[config.mk]
export PLATFORM = sky130hd
export DESIGN_NAME = alu_pipe
export DESIGN_NICKNAME = d
export VERILOG_FILES = /design/src/rtl/alu_pipe.sv
export SDC_FILE = /design/constraint.sdc
export NUM_CORES = 1
export LEC_CHECK = 0
export ABC_AREA = 1
export CAP_MARGIN = 20
export CORE_ASPECT_RATIO = 2
export CORE_MARGIN = 4
export CORE_UTILIZATION = 45
export CTS_CLUSTER_DIAMETER = 60
export DETAILED_ROUTE_END_ITERATION = 7
export PLACE_DENSITY = 0.76
export SLEW_MARGIN = 25
export SYNTH_ARGS = -nofsm -noshare
export SYNTH_HDL_FRONTEND = slang
export SYNTH_SLANG_ARGS = --single-unit
[constraint.sdc]
create_clock -name ck -period 4 [get_ports ck]
set_input_delay 1 -clock ck [delete_from_list [all_inputs] [get_ports ck]]
set_output_delay 1 -clock ck [all_outputs]
set_load 0.01 [all_outputs]
[src/rtl/alu_pipe.sv]
`default_nettype none
// ============================================================================
//  Module      : alu_pipe
//  Description : Parametrised ALU with valid/ready handshakes on the operand
//                and result sides. Single-cycle logic/arithmetic ops plus a
//                multi-cycle radix-2 shift-add multiply. One operation in
//                flight at a time; each result carries {Z,N,C,V} flags.
//  Ports       : ck, rst            - clock, synchronous active-high reset
//                in_valid/in_ready  - operand handshake (A, B, CTR)
//                A, B [WIDTH]       - operands
//                CTR  [4]           - opcode
//                out_valid/out_ready- result handshake (O, FLAGS)
//                O    [WIDTH]       - result
//                FLAGS[4]           - {Z,N,C,V}
//  Revision    : 1.0 - initial release
// ============================================================================
module alu_pipe #(
    parameter int WIDTH = 8
) (
    input  logic             ck,
    input  logic             rst,
    input  logic             in_valid,
    output logic             in_ready,
    input  logic [WIDTH-1:0] A,
    input  logic [WIDTH-1:0] B,
    input  logic [3:0]       CTR,
    output logic             out_valid,
    input  logic             out_ready,
    output logic [WIDTH-1:0] O,
    output logic [3:0]       FLAGS
);

    // ------------------------------------------------------------------
    // Constants
    // ------------------------------------------------------------------
    localparam int c_CNT_W = $clog2(WIDTH);
    localparam logic [c_CNT_W-1:0] c_LAST = c_CNT_W'(WIDTH - 1);

    localparam logic [1:0] c_IDLE = 2'd0;
    localparam logic [1:0] c_EXEC = 2'd1;
    localparam logic [1:0] c_MUL  = 2'd2;
    localparam logic [1:0] c_HOLD = 2'd3;

    localparam logic [3:0] c_OP_ADD = 4'b0000;
    localparam logic [3:0] c_OP_SUB = 4'b0001;
    localparam logic [3:0] c_OP_MUL = 4'b0010;
    localparam logic [3:0] c_OP_AND = 4'b1000;
    localparam logic [3:0] c_OP_OR  = 4'b1001;
    localparam logic [3:0] c_OP_XOR = 4'b1010;
    localparam logic [3:0] c_OP_NOT = 4'b1011;
    localparam logic [3:0] c_OP_SRL = 4'b1100;
    localparam logic [3:0] c_OP_SLL = 4'b1101;
    localparam logic [3:0] c_OP_ROR = 4'b1110;
    localparam logic [3:0] c_OP_ROL = 4'b1111;

    // ------------------------------------------------------------------
    // State and datapath registers
    // ------------------------------------------------------------------
    logic [1:0]         r_state;
    logic [1:0]         w_state_nxt;
    logic [WIDTH-1:0]   r_a;
    logic [WIDTH-1:0]   r_b;
    logic [3:0]         r_ctr;
    logic [2*WIDTH-1:0] r_prod;
    logic [c_CNT_W-1:0] r_cnt;
    logic [WIDTH-1:0]   r_o;
    logic [3:0]         r_flags;

    logic               w_accept;
    logic               w_mul_last;

    assign w_accept   = in_valid & in_ready;
    assign w_mul_last = (r_cnt == c_LAST);

    // ------------------------------------------------------------------
    // FSM: state register
    // ------------------------------------------------------------------
    always_ff @(posedge ck) begin
        if (rst) begin
            r_state <= c_IDLE;
        end else begin
            r_state <= w_state_nxt;
        end
    end

    // ------------------------------------------------------------------
    // FSM: next-state logic
    // ------------------------------------------------------------------
    always_comb begin
        w_state_nxt = r_state;
        case (r_state)
            c_IDLE: begin
                if (w_accept) begin
                    w_state_nxt = (CTR == c_OP_MUL) ? c_MUL : c_EXEC;
                end
            end
            c_EXEC: begin
                w_state_nxt = c_HOLD;
            end
            c_MUL: begin
                if (w_mul_last) begin
                    w_state_nxt = c_HOLD;
                end
            end
            c_HOLD: begin
                // An accept in HOLD implies out_ready, so the pending
                // result is consumed in the same cycle.
                if (w_accept) begin
                    w_state_nxt = (CTR == c_OP_MUL) ? c_MUL : c_EXEC;
                end else if (out_ready) begin
                    w_state_nxt = c_IDLE;
                end
            end
            default: begin
                w_state_nxt = c_IDLE;
            end
        endcase
    end

    // ------------------------------------------------------------------
    // FSM: outputs (in_ready deliberately independent of in_valid)
    // ------------------------------------------------------------------
    always_comb begin
        in_ready  = 1'b0;
        out_valid = 1'b0;
        case (r_state)
            c_IDLE: in_ready = 1'b1;
            c_HOLD: begin
                in_ready  = out_ready;
                out_valid = 1'b1;
            end
            default: begin
                in_ready  = 1'b0;
                out_valid = 1'b0;
            end
        endcase
    end

    // ------------------------------------------------------------------
    // Single-cycle ALU on the latched operands
    // ------------------------------------------------------------------
    logic [WIDTH:0]   w_add;
    logic [WIDTH:0]   w_sub;
    logic [WIDTH-1:0] w_res;
    logic             w_c;
    logic             w_v;
    logic             w_undef;
    logic [3:0]       w_alu_flags;

    assign w_add = {1'b0, r_a} + {1'b0, r_b};
    // Bit WIDTH of the zero-extended difference is the unsigned borrow.
    assign w_sub = {1'b0, r_a} - {1'b0, r_b};

    always_comb begin
        w_res   = '0;
        w_c     = 1'b0;
        w_v     = 1'b0;
        w_undef = 1'b0;
        case (r_ctr)
            c_OP_ADD: begin
                w_res = w_add[WIDTH-1:0];
                w_c   = w_add[WIDTH];
                w_v   = (r_a[WIDTH-1] == r_b[WIDTH-1]) &&
                        (w_add[WIDTH-1] != r_a[WIDTH-1]);
            end
            c_OP_SUB: begin
                w_res = w_sub[WIDTH-1:0];
                w_c   = w_sub[WIDTH];
                w_v   = (r_a[WIDTH-1] != r_b[WIDTH-1]) &&
                        (w_sub[WIDTH-1] != r_a[WIDTH-1]);
            end
            c_OP_AND: w_res = r_a & r_b;
            c_OP_OR:  w_res = r_a | r_b;
            c_OP_XOR: w_res = r_a ^ r_b;
            c_OP_NOT: w_res = ~r_a;
            c_OP_SRL: begin
                w_res = {1'b0, r_a[WIDTH-1:1]};
                w_c   = r_a[0];
            end
            c_OP_SLL: begin
                w_res = {r_a[WIDTH-2:0], 1'b0};
                w_c   = r_a[WIDTH-1];
            end
            c_OP_ROR: begin
                w_res = {r_a[0], r_a[WIDTH-1:1]};
                w_c   = r_a[0];
            end
            c_OP_ROL: begin
                w_res = {r_a[WIDTH-2:0], r_a[WIDTH-1]};
                w_c   = r_a[WIDTH-1];
            end
            default: w_undef = 1'b1;
        endcase
    end

    // Undefined opcodes fall through with w_res=0, so Z=1 and N=C=V=0.
    assign w_alu_flags = {(w_res == '0), w_res[WIDTH-1], w_c & ~w_undef, w_v & ~w_undef};

    // ------------------------------------------------------------------
    // Shift-add multiply step: conditionally add a into the upper half
    // (keeping the carry) and shift the whole product right by one.
    // The multiplier b starts in the lower half and is consumed LSB-first.
    // ------------------------------------------------------------------
    logic [WIDTH:0]     w_mul_sum;
    logic [2*WIDTH-1:0] w_prod_nxt;
    logic [3:0]         w_mul_flags;

    assign w_mul_sum  = {1'b0, r_prod[2*WIDTH-1:WIDTH]} +
                        (r_prod[0] ? {1'b0, r_a} : {(WIDTH+1){1'b0}});
    assign w_prod_nxt = {w_mul_sum, r_prod[WIDTH-1:1]};
    assign w_mul_flags = {(w_prod_nxt[WIDTH-1:0] == '0),
                          w_prod_nxt[WIDTH-1],
                          (w_prod_nxt[2*WIDTH-1:WIDTH] != '0),
                          1'b0};

    // ------------------------------------------------------------------
    // Datapath registers
    // ------------------------------------------------------------------
    always_ff @(posedge ck) begin
        if (rst) begin
            r_a     <= '0;
            r_b     <= '0;
            r_ctr   <= '0;
            r_prod  <= '0;
            r_cnt   <= '0;
            r_o     <= '0;
            r_flags <= '0;
        end else begin
            if (w_accept) begin
                r_a    <= A;
                r_b    <= B;
                r_ctr  <= CTR;
                r_prod <= {{WIDTH{1'b0}}, B};
                r_cnt  <= '0;
            end
            case (r_state)
                c_EXEC: begin
                    r_o     <= w_res;
                    r_flags <= w_alu_flags;
                end
                c_MUL: begin
                    r_prod <= w_prod_nxt;
                    r_cnt  <= r_cnt + c_CNT_W'(1);
                    if (w_mul_last) begin
                        r_o     <= w_prod_nxt[WIDTH-1:0];
                        r_flags <= w_mul_flags;
                    end
                end
                default: begin
                end
            endcase
        end
    end

    assign O     = r_o;
    assign FLAGS = r_flags;

endmodule
`default_nettype wire
==> results of run 1 <==
## area by class of cell
type / instances / area share (%)
multi-input cells: 499 / 57.1
clock buffers: 8 / 3.14
flip-flops and latches: 52 / 22.3
repair buffers: 41 / 8.59
well taps: 102 / 2.74
inverters: 76 / 6.12
## sequential cells by signal (all words and copies together) (netlist names)
name,cells
r_b,8
r_state,2
r_cnt,3
FLAGS,4
O,7
r_prod,16
r_ctr,4
r_a,8
## how the worst min path moves through the flow
| stage | from | endpoint | cells after the start |
|---|---|---|---|
| after CTS | r_prod[8]$_SDFFE_PP0P_ | r_prod[8]$_SDFFE_PP0P_ | 2 |
| after detailed placement | r_cnt[1]$_SDFFE_PP0P_ | r_cnt[1]$_SDFFE_PP0P_ | 2 |
| final | O[4]$_SDFFE_PP0P_ | O[4]$_SDFFE_PP0P_ | 2 |
| after global placement | r_cnt[0]$_SDFFE_PP0P_ | r_cnt[0]$_SDFFE_PP0P_ | 1 |
| after floorplan | r_cnt[0]$_SDFFE_PP0P_ | r_cnt[0]$_SDFFE_PP0P_ | 1 |
| after global routing | r_cnt[1]$_SDFFE_PP0P_ | r_cnt[1]$_SDFFE_PP0P_ | 2 |
## cells by family (layout without fill, tap and decap cells)
logic type / after synthesis / in the layout / share of synthesized area, %
simple gates: 336 / 336 / 35.8
compound gates: 118 / 118 / 15.3
buf+inv: 98 / 125 / 9.48
flops: 52 / 52 / 25.5
fa+ha+maj: 41 / 41 / 13.1
xor+xnor: 4 / 4 / 0.857
## where the power goes
part | leakage (nW) | total [mW] | switching [mW] | internal, mW
Combinational | 1.66 | 2.01 | 1.35 | 0.667
Clock | 0.0712 | 0.436 | 0.186 | 0.250
Sequential | 0.425 | 0.873 | 0.209 | 0.664
Total | 2.16 | 3.32 | 1.74 | 1.58
## cells in the final DEF (no fill, tap or decap), drive strengths merged
master / netlist / routed
ha: 38 / 38
o21bai: 2 / 2
clkinv: 2 / 2
nand3: 60 / 60
xnor2: 3 / 3
nand4: 8 / 8
o21ai: 39 / 39
fa: 3 / 3
buf: 10 / 4
a31oi: 9 / 9
o21a: 3 / 3
inv: 74 / 74
a21oi: 62 / 62
nor4: 3 / 3
clkdlybuf4s50: 0 / 37
or2: 5 / 5
clkbuf: 12 / 8
nand3b: 8 / 8
xor2: 1 / 1
nand2: 201 / 201
o211ai: 1 / 1
nor3: 5 / 5
a22oi: 2 / 2
nor2: 46 / 46
dfxtp: 52 / 52
## cell usage after synthesis, types with 5 or more instances
| cell | number |
|---|---|
| nand2_2 | 5 |
| nand2_1 | 196 |
| dfxtp_1 | 52 |
| o21ai_0 | 34 |
| buf_2 | 7 |
| nand4_1 | 8 |
| o21ai_1 | 5 |
| nor2_1 | 38 |
| clkbuf_1 | 12 |
| nand3_1 | 60 |
| a21oi_1 | 61 |
| nand3b_1 | 8 |
| a31oi_1 | 9 |
| inv_1 | 70 |
| or2_2 | 5 |
| nor3_1 | 5 |
| ha_1 | 38 |
## worst max-delay path, stage by stage
cell             delay (ns)
clkdlybuf4s50_1        0.47
nand2_1                0.06
a21oi_1                0.19
clkdlybuf4s50_1        0.57
## stage by stage
step | cell area [µm²] | total power, mW | util, % | cells
after floorplan | 4090 | 2.22 | - | 649
after detailed placement | 4520 | 2.86 | 50.4 | 770
after CTS | 4660 | 3.30 | 52.1 | 778
final | 4660 | 3.32 | 52.1 | 778
after global routing | 4660 | 3.59 | 52.1 | 778
after global placement | 4520 | 2.81 | 50.4 | 770
## per-layer routing
metal  up-vias  global-route usage, %
met2       161                   45.1
met4         0                   21.0
met5         -                      0
met3        82                   1.76
li1       2164                      -
met1      2004                   25.2
==> impl_results.md, run 1 <==
* Post-Route Setup TNS at 0 ns
* Die Y-Extent at 143 µm
* RSZ-0062 raised after global routing: false
* Critical Path Sink: in_ready
* Cells after Synth at 649
* H-tree levels at 2
* Worst hold path type: register to register
* GRT Total Usage at 25.3%
* CTS clk-pin slew, worst paths at 0.06 ns
* First-pass GRT wire length at 21000 µm
* Yosys reg bits at 52
* Main synth FF type: dfxtp_1
* Synth Net Count at 714
* Routed via count at 4411
* Crit path required time at 3.00 ns
* Worst reg2reg startpoint: r_a[0]$_SDFFE_PP0P_
* Top Ports at 38
* Fin crit share at 82.2%
* Via density per instance at 5.67
* CP arrival at 2.29 ns
* Worst VDD drop at 0.000402 V
* Post-Route WL at 13000 µm
* Fin crit period at 3.29 ns
* Setup Skew at 0.00335 ns
* Worst Setup End Kind: output pin
* Fmax at 0.304 GHz
* Yosys warns at 0
* Top Metal Used: met4
* # DRC at 0
* Setup-failing EPs final at 0
* Fin nets at 740
* Final hold vios at 0
* Share of layout cells above drive strength 1 at 4.88%
* Area contributors post-synth: dfxtp_1 (25%), nand2_1 (18%), ha_1 (12%)
* Critical Path Source: out_ready
* N_diodes at 0
* Largest net degree at the start of global routing at 37
* Die area at 10800 µm²
* Hold slack final at 0.468 ns
* Clock Path Buffers at 2
* Num CTS Buffers at 5
* Buffers on Ports at 37
* Setup slack, reg-to-reg at 1.45 ns
* Share of the synthesized area in the top cell type at 25.5%
* Met2 wire length at 6940 µm
* GR Overflow Total at 0
* Place WS at 0.711 ns
* Postcts setup bufs at 0
* Max Cap Viol at 0
* Final GP Congestion at 0.989
* Setup WS post-layout at 0.711 ns
* Area Growth Syn to Fin at 14.0%
* Routed Antenna Nets at 0
* Post-synth ARST share at 0%
* Metal-1 WL at 4470 µm
* Fillers at 928
* Final Slew Violations at 0
* Mapped Area at 4090 µm²
* Die X-Extent at 75.4 µm
* Initial core utilization at 45.7%
* Worst slew pin tran at 0.609 ns
* EDFF count, synth at 0
* Status: completed
* Sequential standard cell area at 1040 µm²
* Multi-input logic area at 2660 µm²
* Cts hold-fix bufs at 0
* Syn Area/Cell at 6.30 µm²
* Unique masters post-synth at 31
* Yosys top cell by area: dfxtp_1
* Seq/Total Area, Yosys at 25.5%
* Worst r2r path cells at 14
* Slew HR at 59.2%
* Routed WL per cell at 16.7 µm
* Power Dens Cells at 713 nW/µm²
* Kind of critical path: input pin to output pin
* Num rows at 49
* DR pass1 iterations at 5
* Met3 WL post-DR at 447 µm
* Number of global-route vias before repair at 4366
* PostCTS Resize Cnt at 0
* CTS Root Cell: clkbuf_16
* Worst-Skew Late Latency at 0.29 ns
* Initial detailed-routing violation count at 281
* Crit path max fanout at 2
* Core Footprint at 8950 µm²
* Startpoint class of the critical path: input pin
* Clock sinks at 52
* LEAKAGE at 2.16 nW
* Initial antenna violation count at 0
* Worst r2r dst: FLAGS[3]$_SDFFE_PP0P_
* Detailed Place HPWL at 10500 µm
* CTS tree: yes
Note: power is estimated with default switching activity, not from simulation.
==> run 2, diff against run 1 <==
- PLACE_DENSITY: 0.76 -> 0.79
- clock period: 4 -> 3 ns (I/O delays scaled with it)
==> impl_results.md, run 2 (same netlist as run 1, synthesis figures left out) <==
* Worst r2r path cells at 14
* Final hold vios at 0
* Worst Setup End Kind: output pin
* Largest stage delay, worst path at 0.59 ns
* Placed cells at 771
* CP most frequent cell: clkdlybuf4s50_1
* Post-Route WL at 12900 µm
* Setup Skew at 0.00725 ns
* Area Growth Syn to Fin at 14.1%
* Slew HR at 63.4%
* Critical Path Source: out_ready
* Power Dens Cells at 942 nW/µm²
* Worst reg2reg startpoint: r_a[0]$_SDFFE_PP0P_
* Largest net degree at the start of global routing at 36
* Most flop-heavy register: r_prod
* Die Y-Extent at 143 µm
* CP arrival at 2.09 ns
* Fin crit share at 94.5%
* Commonest non-fill, non-tap cell in the layout: nand2_1
* Core Util, Final at 52.2%
* Commonest non-fill, non-tap cells in the layout: nand2_1 (196), inv_1 (70), a21oi_1 (61)
* Buf+Inv Stages, Crit Path at 2
* Clock Path Buffers at 2
* Setup-failing EPs final at 0
* Fin crit period at 2.84 ns
* LEAKAGE at 2.16 nW
* Stages on the worst setup path at 4
* Num CTS Buffers at 5
* Via density per instance at 5.55
* Worst-Skew Late Latency at 0.30 ns
* Initial antenna violation count at 0
* Largest register FFs at 16
* First-pass GRT wire length at 20600 µm
* Clock sinks at 52
* Delay-heaviest family, CP: buffers and inverters
* Share of layout cells above drive strength 1 at 5.17%
* CP max stage cell: clkdlybuf4s50_1
* Post-Route Setup TNS at 0 ns
* DR pass1 iterations at 5
* Detailed Place HPWL at 10600 µm
* Final Slew Violations at 0
* Number of global-route vias before repair at 4296
* CTS clk-pin slew, worst paths at 0.06 ns
* Top flop regs: r_prod x16, r_a x8, r_b x8
* Routed WL per cell at 16.6 µm
* Worst r2r dst: FLAGS[3]$_SDFFE_PP0P_
* Power, Total at 4.40 mW
* # DRC at 0
* Status: completed
* H-tree levels at 2
* Postcts setup bufs at 0
* RSZ-0062 raised after global routing: false
* Worst path cell trace: clkdlybuf4s50_1 > nand2_1 > a21oi_1 > clkdlybuf4s50_1
* Fin nets at 741
* Worst VDD drop at 0.000661 V
* Die area at 10800 µm²
* GRT Total Usage at 25.3%
* Hold slack final at 0.471 ns
* Final GP Congestion at 0.970
* Initial detailed-routing violation count at 274
* Critical Path Sink: in_ready
* Crit path required time at 2.25 ns
* CTS Root Cell: clkbuf_16
* Routed via count at 4321
* GR Overflow Total at 0
* HP Start: r_prod[8]$_SDFFE_PP0P_
* Num rows at 49
* Initial core utilization at 45.7%
* Top Ports at 38
* Setup slack, reg-to-reg at 0.55 ns
* Crit path max fanout at 2
* Kind of critical path: input pin to output pin
* Startpoint class of the critical path: input pin
* Core Footprint at 8950 µm²
* Final std cells w/o fill at 779
* PostCTS Resize Cnt at 0
* Worst slew pin tran at 0.547 ns
* N_diodes at 0
* Worst hold path type: register to register
* Routed Antenna Nets at 0
* Die X-Extent at 75.4 µm
* Max Cap Viol at 0
* Fmax at 0.353 GHz
* Cts hold-fix bufs at 0
* CTS tree: yes
* Buffers on Ports at 37
==> run 2: cell types whose count changed in the layout (fill, tap and decap cells not counted) <==
cell,delta
clkbuf_8,-1
clkbuf_1,-1
clkinv_4,+1
buf_4,+1
clkinvlp_4,+1
==> run 2: how the worst min path moves through the flow <==
| stage | end | slack (ns) | cells past startpoint |
|---|---|---|---|
| after global placement | r_cnt[0]$_SDFFE_PP0P_ | 0.45 | 1 |
| final | r_prod[8]$_SDFFE_PP0P_ | 0.47 | 2 |
| after CTS | FLAGS[0]$_SDFFE_PP0P_ | 0.47 | 2 |
| after floorplan | r_cnt[0]$_SDFFE_PP0P_ | 0.43 | 1 |
| after global routing | r_cnt[0]$_SDFFE_PP0P_ | 0.49 | 1 |
| after detailed placement | r_prod[8]$_SDFFE_PP0P_ | 0.46 | 2 |
==> run 2: worst reg2reg max path, cell delays in order, from the launching register on <==
cell and delay, ns:
dfxtp_1 0.46, inv_1 0.13, ha_1 0.26, fa_1 0.43, inv_1 0.14, nand2_1 0.08, nand2_1 0.11, nand2_1 0.05
nand3_1 0.07, nand2_1 0.06, nor2_1 0.19, nand2_1 0.08, nor2_1 0.11, nand3_1 0.09, a21oi_2 0.13
==> run 2: cell type report <==
type	count	area (µm²)
multi-input cells	499	2660
flip-flops and latches	52	1040
repair buffers	42	408
fillers	916	4280
inverters	76	285
clock buffers	6	129
clock inverters	2	16.3
well taps	102	128
==> run 2: power breakdown <==
group / leakage [nW] / total, mW / switching (mW) / internal [mW]
Clock: 0.0671 / 0.573 / 0.261 / 0.311
Combinational: 1.67 / 2.69 / 1.79 / 0.898
Sequential: 0.425 / 1.14 / 0.253 / 0.885
Total: 2.16 / 4.40 / 2.30 / 2.09
==> run 2: layer usage <==
metal | up-vias | wire length (µm) | track usage, %
met3 | 52 | 396 | 2.33
met4 | 0 | 1020 | 19.4
li1 | 2162 | - | -
met2 | 138 | 7100 | 47.1
met1 | 1969 | 4410 | 23.7
met5 | - | 0 | 0
==> run 2: metrics by stage <==
step           setup slack [ns]  cell area [µm²]
4_1_cts                   0.171             4670
3_5_place_dp              0.175             4520
3_3_place_gp              0.205             4520
2_1_floorplan             0.901             4090
6_report                  0.164             4670
5_1_grt                  0.0851             4670
==> run 3, diff against run 2 <==
- RECOVER_POWER: unset -> 25
==> impl_results.md, run 3 (same netlist as run 1, synthesis figures left out) <==
* Crit path required time at 2.25 ns
* Final GP Congestion at 0.970
* Cts hold-fix bufs at 0
* Clock Path Buffers at 2
* RSZ-0062 raised after global routing: false
* Via density per instance at 5.61
* Die Y-Extent at 143 µm
* Final Slew Violations at 0
* Kind of critical path: input pin to output pin
* DR pass1 iterations at 7
* Most flop-heavy register: r_prod
* Worst slew pin tran at 0.641 ns
* Power, Total at 4.38 mW
* Die area at 10800 µm²
* Fmax at 0.348 GHz
* Worst-case hold path end point: FLAGS[0]$_SDFFE_PP0P_
* Detailed Place HPWL at 10600 µm
* Routed WL per cell at 16.7 µm
* GR Overflow Total at 0
* HP Start: FLAGS[0]$_SDFFE_PP0P_
* Core Footprint at 8950 µm²
* Core Util, Final at 52.1%
* Setup-failing EPs final at 0
* Initial antenna violation count at 0
* Largest register FFs at 16
* Setup slack, reg-to-reg at 0.50 ns
* CP arrival at 2.12 ns
* Area Growth Syn to Fin at 14.0%
* Post-Route WL at 13000 µm
* # DRC at 0
* Num CTS Buffers at 5
* GRT Total Usage at 25.3%
* Number of global-route vias before repair at 4296
* N_diodes at 0
* Startpoint class of the critical path: input pin
* Postcts setup bufs at 0
* Worst VDD drop at 0.000660 V
* CTS Root Cell: clkbuf_16
* PostCTS Resize Cnt at 0
* Die X-Extent at 75.4 µm
* Num rows at 49
* Fin crit period at 2.87 ns
* Fin crit share at 95.7%
* Slew HR at 57.3%
* Clock sinks at 52
* Routed Antenna Nets at 0
* Initial detailed-routing violation count at 269
* Worst r2r dst: O[1]$_SDFFE_PP0P_
* H-tree levels at 2
* Power Dens Cells at 939 nW/µm²
* CTS clk-pin slew, worst paths at 0.07 ns
* Worst-Skew Late Latency at 0.30 ns
* Share of layout cells above drive strength 1 at 4.87%
* Worst reg2reg startpoint: r_state[0]$_SDFFE_PP0P_
* Post-Route Setup TNS at 0 ns
* LEAKAGE at 2.18 nW
* Top flop regs: r_prod x16, r_a x8, r_b x8
* Initial core utilization at 45.7%
* Final hold vios at 0
* Commonest non-fill, non-tap cell in the layout: nand2_1
* Crit path max fanout at 2
* Fin nets at 741
* Setup Skew at 0.00821 ns
* Worst Setup End Kind: output pin
* Largest net degree at the start of global routing at 36
* Routed via count at 4374
* Max Cap Viol at 0
* CTS tree: yes
* Worst hold path type: register to register
* Status: completed
* Hold depth at 2
* Top Ports at 38
* Worst r2r path cells at 11
* Commonest non-fill, non-tap cells in the layout: nand2_1 (197), inv_1 (70), a21oi_1 (61)
* First-pass GRT wire length at 20600 µm
* Buffers on Ports at 37
## run 3: area by class of cell
type	instances	area [µm²]
clock buffer	6	129
clock inverter	2	16.3
fill	917	4290
inverter	76	285
multi-input combinational	499	2660
sequential	52	1040
tap	102	128
timing repair buffer	42	404
## run 3: through the flow
| stage | std cells | area, µm² | hold slack, ns | setup WS [ns] |
|---|---|---|---|---|
| finish | 779 | 4660 | 0.468 | 0.130 |
| floorplan | 649 | 4090 | 0.433 | 0.901 |
| detailed placement | 771 | 4520 | 0.461 | 0.175 |
| CTS | 779 | 4670 | 0.472 | 0.171 |
| global route | 779 | 4660 | 0.487 | 0.0544 |
| global placement | 771 | 4520 | 0.451 | 0.205 |
## run 3: how the worst max path moves through the flow
stage,start,endpoint,cells after the start
finish,out_ready,in_ready,4
detailed placement,out_ready,in_ready,4
CTS,out_ready,in_ready,4
floorplan,r_prod[0]$_SDFFE_PP0P_,FLAGS[1]$_SDFFE_PP0P_,15
global route,out_ready,in_ready,4
global placement,out_ready,in_ready,4
## run 3: power by group
part | switching [mW] | total (mW) | internal, mW | leakage, nW
logic | 1.79 | 2.67 | 0.876 | 1.69
clock network | 0.260 | 0.572 | 0.311 | 0.0671
registers | 0.254 | 1.14 | 0.885 | 0.425
total | 2.31 | 4.38 | 2.07 | 2.18
## run 3: layer usage
layer / global-route usage [%] / share of wire [%]
met2: 47.1 / 55
met3: 2.33 / 3.2
met4: 19.4 / 7.9
met5: 0 / 0
met1: 23.7 / 34
## run 3: worst max-delay path, stage by stage
cell	delay (ns)
dlygate4sd3_1	0.55
nand2_1	0.06
a21oi_1	0.19
clkdlybuf4s50_1	0.58
